==> config.mk <==
export PLATFORM = sky130hd
export DESIGN_NAME = branch_target_unit
export DESIGN_NICKNAME = d
export VERILOG_FILES = /design/src/rtl/branch_pkg.sv /design/src/rtl/branch_target_unit_ret_stack.sv /design/src/rtl/branch_target_unit.sv
export SDC_FILE = /design/constraint.sdc
export NUM_CORES = 1
export LEC_CHECK = 0
export BUFFER_PORTS_ARGS = -buffer_cell sky130_fd_sc_hd__buf_2
export CORE_ASPECT_RATIO = 0.8
export CORE_UTILIZATION = 35
export CTS_BUF_LIST = sky130_fd_sc_hd__clkbuf_4
export DETAILED_ROUTE_END_ITERATION = 12
export PLACE_DENSITY_LB_ADDON = 0.25
export SLEW_MARGIN = 25
export SYNTH_ARGS = -nofsm -noshare
export SYNTH_HDL_FRONTEND = slang
export SYNTH_SLANG_ARGS = --single-unit
export TNS_END_PERCENT = 100
==> constraint.sdc <==
create_clock -name clk -period 13.4 [get_ports clk]
set_input_delay 1.34 -clock clk [delete_from_list [all_inputs] [get_ports clk]]
set_output_delay 1.34 -clock clk [all_outputs]
set_load 0.005 [all_outputs]
==> src/rtl/branch_pkg.sv <==
`default_nettype none
// ============================================================================
// Module      : branch_pkg
// Description : Shared types for the branch target unit.
//               BR_OP_W  - width of the decoded branch opcode
//               br_op_t  - decoded branch opcode encoding
// Revision    : 1.0 - initial release
// ============================================================================
package branch_pkg;

    localparam int BR_OP_W = 3;

    // Codes 6 and 7 are reserved and decode as BR_NONE.
    typedef enum logic [BR_OP_W-1:0] {
        BR_NONE = 3'd0,
        BR_JMP  = 3'd1,
        BR_BZ   = 3'd2,
        BR_BNZ  = 3'd3,
        BR_CALL = 3'd4,
        BR_RET  = 3'd5
    } br_op_t;

endpackage : branch_pkg
`default_nettype wire

==> src/rtl/branch_target_unit_ret_stack.sv <==
`default_nettype none
// ============================================================================
// Module      : ret_stack
// Description : Return-address stack of SD entries, each D bits wide.
//               The top entry is readable combinationally. Sticky overflow
//               and underflow flags record rejected pushes and pops.
// Ports       : clk, reset      - clock, asynchronous active-high reset
//               push, push_data - push request and the address to store
//               pop             - pop request
//               top             - current top entry (0 when empty)
//               count           - occupancy, 0..SD
//               full, empty     - occupancy status
//               ovf, udf        - sticky: push while full / pop while empty
// Revision    : 1.0 - initial release
// ============================================================================
module ret_stack
    import branch_pkg::*;
#(
    parameter int SD = 4,
    parameter int D  = 12
) (
    input  logic                     clk,
    input  logic                     reset,
    input  logic                     push,
    input  logic                     pop,
    input  logic [D-1:0]             push_data,
    output logic [D-1:0]             top,
    output logic [$clog2(SD+1)-1:0]  count,
    output logic                     full,
    output logic                     empty,
    output logic                     ovf,
    output logic                     udf
);

    localparam int CW = $clog2(SD + 1);
    localparam int PW = $clog2(SD);

    logic [D-1:0]  r_mem [SD];
    logic [CW-1:0] r_count;
    logic          r_ovf;
    logic          r_udf;

    logic          w_full;
    logic          w_empty;
    logic [PW-1:0] w_wr_ptr;
    logic [PW-1:0] w_top_ptr;

    assign w_full    = (r_count == CW'(SD));
    assign w_empty   = (r_count == '0);
    // Occupancy is below SD whenever a write happens, so the low bits
    // address the next free slot directly.
    assign w_wr_ptr  = r_count[PW-1:0];
    assign w_top_ptr = PW'(r_count - CW'(1));

    always_ff @(posedge clk or posedge reset) begin
        if (reset) begin
            for (int i = 0; i < SD; i++) begin
                r_mem[i] <= '0;
            end
            r_count <= '0;
            r_ovf   <= 1'b0;
            r_udf   <= 1'b0;
        end else begin
            if (push) begin
                if (w_full) begin
                    // Dropped push: contents and occupancy stay untouched.
                    r_ovf <= 1'b1;
                end else begin
                    r_mem[w_wr_ptr] <= push_data;
                    r_count         <= r_count + CW'(1);
                end
            end else if (pop) begin
                if (w_empty) begin
                    r_udf <= 1'b1;
                end else begin
                    r_count <= r_count - CW'(1);
                end
            end
        end
    end

    assign top   = w_empty ? '0 : r_mem[w_top_ptr];
    assign count = r_count;
    assign full  = w_full;
    assign empty = w_empty;
    assign ovf   = r_ovf;
    assign udf   = r_udf;

endmodule : ret_stack
`default_nettype wire

==> src/rtl/branch_target_unit.sv <==
`default_nettype none
// ============================================================================
// Module      : branch_target_unit
// Description : Resolves jumps, conditional branches, calls and returns in
//               the fetch cycle. Targets come from a programmable lookup
//               table or from the top of a return-address stack.
// Ports       : clk, reset        - clock, asynchronous active-high reset
//               prog_ctr          - address of the current instruction
//               br_op             - decoded branch opcode (br_op_t)
//               lut_idx           - LUT entry selected by the instruction
//               zero_flag         - ALU zero flag
//               lut_wr_en/idx/data- LUT write port
//               jump_en, target   - PC load strobe and destination
//               stk_count         - return-stack occupancy
//               stk_ovf, stk_udf  - sticky stack overflow / underflow
// Revision    : 1.0 - initial release
// ============================================================================
module branch_target_unit
    import branch_pkg::*;
#(
    parameter int D  = 12,
    parameter int LW = 5,
    parameter int SD = 4
) (
    input  logic                     clk,
    input  logic                     reset,
    input  logic [D-1:0]             prog_ctr,
    input  logic [BR_OP_W-1:0]       br_op,
    input  logic [LW-1:0]            lut_idx,
    input  logic                     zero_flag,
    input  logic                     lut_wr_en,
    input  logic [LW-1:0]            lut_wr_idx,
    input  logic [D-1:0]             lut_wr_data,
    output logic                     jump_en,
    output logic [D-1:0]             target,
    output logic [$clog2(SD+1)-1:0]  stk_count,
    output logic                     stk_ovf,
    output logic                     stk_udf
);

    localparam int LUT_N = 2 ** LW;

    logic [D-1:0] r_lut [LUT_N];

    logic [D-1:0] w_lut_rd;
    logic [D-1:0] w_ret_addr;
    logic [D-1:0] w_stk_top;
    logic         w_stk_empty;
    logic         w_unused_full;
    logic         w_push;
    logic         w_pop;
    logic         w_jump;
    logic [D-1:0] w_tgt;
    logic         w_jump_gated;

    // LUT: a same-cycle read of the written index sees the old value,
    // because the read is combinational off the registered array.
    always_ff @(posedge clk or posedge reset) begin
        if (reset) begin
            for (int i = 0; i < LUT_N; i++) begin
                r_lut[i] <= '0;
            end
        end else if (lut_wr_en) begin
            r_lut[lut_wr_idx] <= lut_wr_data;
        end
    end

    assign w_lut_rd   = r_lut[lut_idx];
    // Natural D-bit wrap: the last address returns to 0.
    assign w_ret_addr = prog_ctr + D'(1);

    ret_stack #(
        .SD (SD),
        .D  (D)
    ) u_ret_stack (
        .clk       (clk),
        .reset     (reset),
        .push      (w_push),
        .pop       (w_pop),
        .push_data (w_ret_addr),
        .top       (w_stk_top),
        .count     (stk_count),
        .full      (w_unused_full),
        .empty     (w_stk_empty),
        .ovf       (stk_ovf),
        .udf       (stk_udf)
    );

    always_comb begin
        w_jump = 1'b0;
        w_tgt  = '0;
        w_push = 1'b0;
        w_pop  = 1'b0;
        case (br_op)
            BR_JMP: begin
                w_jump = 1'b1;
                w_tgt  = w_lut_rd;
            end
            BR_BZ: begin
                w_jump = zero_flag;
                w_tgt  = w_lut_rd;
            end
            BR_BNZ: begin
                w_jump = ~zero_flag;
                w_tgt  = w_lut_rd;
            end
            BR_CALL: begin
                // The call is taken even when the push gets dropped.
                w_jump = 1'b1;
                w_tgt  = w_lut_rd;
                w_push = 1'b1;
            end
            BR_RET: begin
                w_pop = 1'b1;
                if (!w_stk_empty) begin
                    w_jump = 1'b1;
                    w_tgt  = w_stk_top;
                end
            end
            default: begin
                w_jump = 1'b0;
            end
        endcase
    end

    // Target is forced to zero whenever no jump is requested, and both
    // outputs are held low throughout reset.
    assign w_jump_gated = w_jump & ~reset;
    assign jump_en      = w_jump_gated;
    assign target       = w_jump_gated ? w_tgt : '0;

endmodule : branch_target_unit
`default_nettype wire

==> results.md <==
* Kind of end point of the critical path: primary output
* Sequential area share after synthesis at between 50% and 60%
* Critical path's top delay family: buffers and inverters
* RSZ-0062 raised after global routing: false
* Relative slew slack at between 20% and 30%
* Total I/O pin count at 59
* CP arrival at about 4.7 ns
* Total track usage at 18.8%
* First-pass GRT wire length at ~83000 µm
* Final TNS setup at 0 ns
* WP data required at approximately 12 ns
* CTS tree: built
* DR vias at between 10000 and 15000
* Critical Path, Cell by Cell: buf_6 > buf_4 > buf_4 > mux4_2 > mux4_2 > nor3b_2 > a311oi_1 > buf_2
* CP Launch Point: lut_idx[1]
* Largest cells by area after synthesis: dfrtp_1, mux2_2, mux4_2, mux2i_1, clkbuf_1
* Latest clock arrival within the worst-skew pair at 0.88 ns
* Routed WL at 53900 µm
* Vias in the first global route at 13000
* Hpwl dp at approximately 34000 µm
* Post-CTS Setup Inserts at 0
* Total Nets Final at 1524
* Worst slack at placement at roughly 7.4 ns
* Pwr/cell area at ~160 nW/µm²
* Overall power at approximately 3600 µW
* Met1 layer usage reported by global route at 27.2%
* Initial antenna violation count at 4
* Ys Warns at 0
* Count of final max-slew check failures at 0
* WS Path Type: input port to primary output
* Synth Flop Type: dfrtp_1
* Area growth from synthesis to layout at 11.3%
* H-Tree Depth at 3
* Post-Route Skew at between 0.02 and 0.025 ns
* Cell taking the most area after synthesis: dfrtp_1
* Largest net degree at the start of global routing at 74
* Bufs on Longest Clock Path at 3
* R2r setup slk at roughly 11 ns
* Die Y at between 200 and 250 µm
* Endpoints failing hold at 0
* Final worst path period need at about 6.0 ns
* Fin crit share at ~45%
* Worst path slowest cell: buf_4
* Crit path buf inv count at 4
* DR vias/cell at about 5.3
* Clock sink count at approximately 440
* Routability cong. at ~0.77
* GR Layer Usage met2 at 27.6%
* Unique masters post-synth at between 40 and 50
* Tightest Hold Check Type: register to register
* Die extent in x at 272 µm
* Hold Path Origin: u_ret_stack.udf$_DFFE_PP0P_
* Initial Util at a little over a third
* Register-to-Register Path Depth at 6
* Worst r2r dst: u_ret_stack.r_mem[13]$_DFFE_PP0P_
* Synthesized Nets at about 1400
* FF-to-FF Start: u_ret_stack.count[0]$_DFFE_PP0P_
* Leak Pwr at between 0.01 and 0.015 µW
* Clk slew on worst S/H paths at ~0.07 ns
* Remaining global-route overflow at 0
* Post-CTS sizing at 0
* Grt peak-use layer: met2
* Max_cap viols at 0
* Area after DPL at around 21000 µm²
* Most frequent cells in the layout: dfrtp_1, mux2_2, clkbuf_4
* Clock root buffer: clkbuf_4
* Mean Syn Cell Area at approximately 15 µm²
* F_max at around 170 MHz
* Share of layout cells above drive strength 1 at about half
* Maximum vdd drop at ~0.11 mV
* Cell depth of the worst setup path at 8
* First-pass DRT Iterations at 5
* Setup violations, final at 0
* Num CTS Buffers at 110
* Status: completed
* Crit path capture: target[0]
* Crit start category: input port
* PnR worst setup slack at approximately 7.4 ns
* Routed Antenna Nets at 0
* Die footprint at roughly 59000 µm²
* Initial DRC Count at between 800 and 900
* Wire per inst at about 23 µm
* Commonest non-fill, non-tap cell in the layout: dfrtp_1
* Finished Cell Area at 22700 µm²
* Cell count after synthesis at approximately 1400
* Least-Margin Pin Slew at 1.11 ns
* Area share of the largest cell type after synthesis at a little over half
* CP peak stage delay at around 0.73 ns
* CTS Hold Bufs at 0
* Drt drc at 0
* Final Util at roughly 40%
* Critical path fanouts, max at 45
* Flops & latches, synth at ~440
* Core ar. at about 57000 µm²
* Num rows at 78
* Met3 Track Usage GR at under 10%
* Port Buffers at 58
* EDFF count, synth at 0
* Asr flop ratio synth at 100%
* Mapped Area at between 20000 and 25000 µm²
through the flow:
stage	hold WS (ns)	instances
6_report	0.467	2316
2_1_floorplan	0.445	1401
3_5_place_dp	0.454	2124
5_1_grt	0.437	2316
4_1_cts	0.472	2312
3_3_place_gp	0.449	2123
synthesized netlist by cell type (all sizes together), types with 2 or more instances:
| library cell | count |
|---|---|
| ha | 6 |
| and2 | 3 |
| nand2 | 76 |
| o21ai | 46 |
| and3b | 2 |
| xor2 | 9 |
| a22oi | 25 |
| xnor2 | 3 |
| mux2 | 400 |
| or2 | 2 |
| a21oi | 3 |
| nand4 | 3 |
| inv | 7 |
| and4 | 2 |
| a311oi | 12 |
| mux2i | 48 |
| nor2b | 2 |
| nor2 | 32 |
| nand3b | 4 |
| nor3b | 19 |
| mux4 | 96 |
| buf | 31 |
| clkbuf | 84 |
| nor3 | 3 |
| dfrtp | 437 |
| nand3 | 23 |
| and3 | 15 |
worst min-delay path by stage:
stage                                              to  cells after the start
CTS                       u_ret_stack.udf$_DFFE_PP0P_                      1
detailed placement        u_ret_stack.udf$_DFFE_PP0P_                      1
global placement          u_ret_stack.udf$_DFFE_PP0P_                      1
finish                    u_ret_stack.udf$_DFFE_PP0P_                      1
global route                   r_lut[348]$_DFFE_PP0P_                      2
floorplan           u_ret_stack.r_mem[24]$_DFFE_PP0P_                      2
report_power, final:
part,leakage (µW),internal [µW],switching [µW]
sequential,0.00558,1620,149
combinational,0.00382,413,324
clock,0.000786,552,550
layout make-up:
cell class | instances | area, µm²
clock buffers | 156 | 1170
multi-input cells | 842 | 8960
repair buffers | 79 | 493
flip-flops and latches | 437 | 10900
diodes | 3 | 7.51
inverters | 7 | 30.0
well taps | 760 | 951
fillers | 5427 | 34500
clock inverters | 32 | 170
cells by family (layout without fill, tap and decap cells):
kind of cell,Yosys count,after routing,synth area share [%]
buffers and inverters,122,274,2.89
muxes,544,544,35.0
xor gates and xnor gates,12,12,0.515
DFF,437,437,53.5
adders and majority gates,6,6,0.368
and+or+nand+nor,188,188,4.80
AOI/OAI and AO/OA,92,92,2.89
other,0,3,0
registers in the layout, indices dropped and copies added (netlist names):
signal             cells
u_ret_stack.r_mem     48
u_ret_stack.count      3
r_lut                384
u_ret_stack.ovf        1
u_ret_stack.udf        1
routing by layer:
layer | vias to the layer above | wire length [µm]
li1 | 5409 | -
met3 | 105 | 3200
met2 | 311 | 24000
met1 | 6561 | 25600
met5 | - | 8
met4 | 2 | 1150
worst register-to-register path, stage by stage (launching register included):
cell and delay, ns:
dfrtp_1 0.32, buf_4 0.30, inv_1 0.18, ha_1 0.31
nand2_1 0.16, nand3_1 0.67, mux2_2 0.55
(Power assumes the default switching activity.)
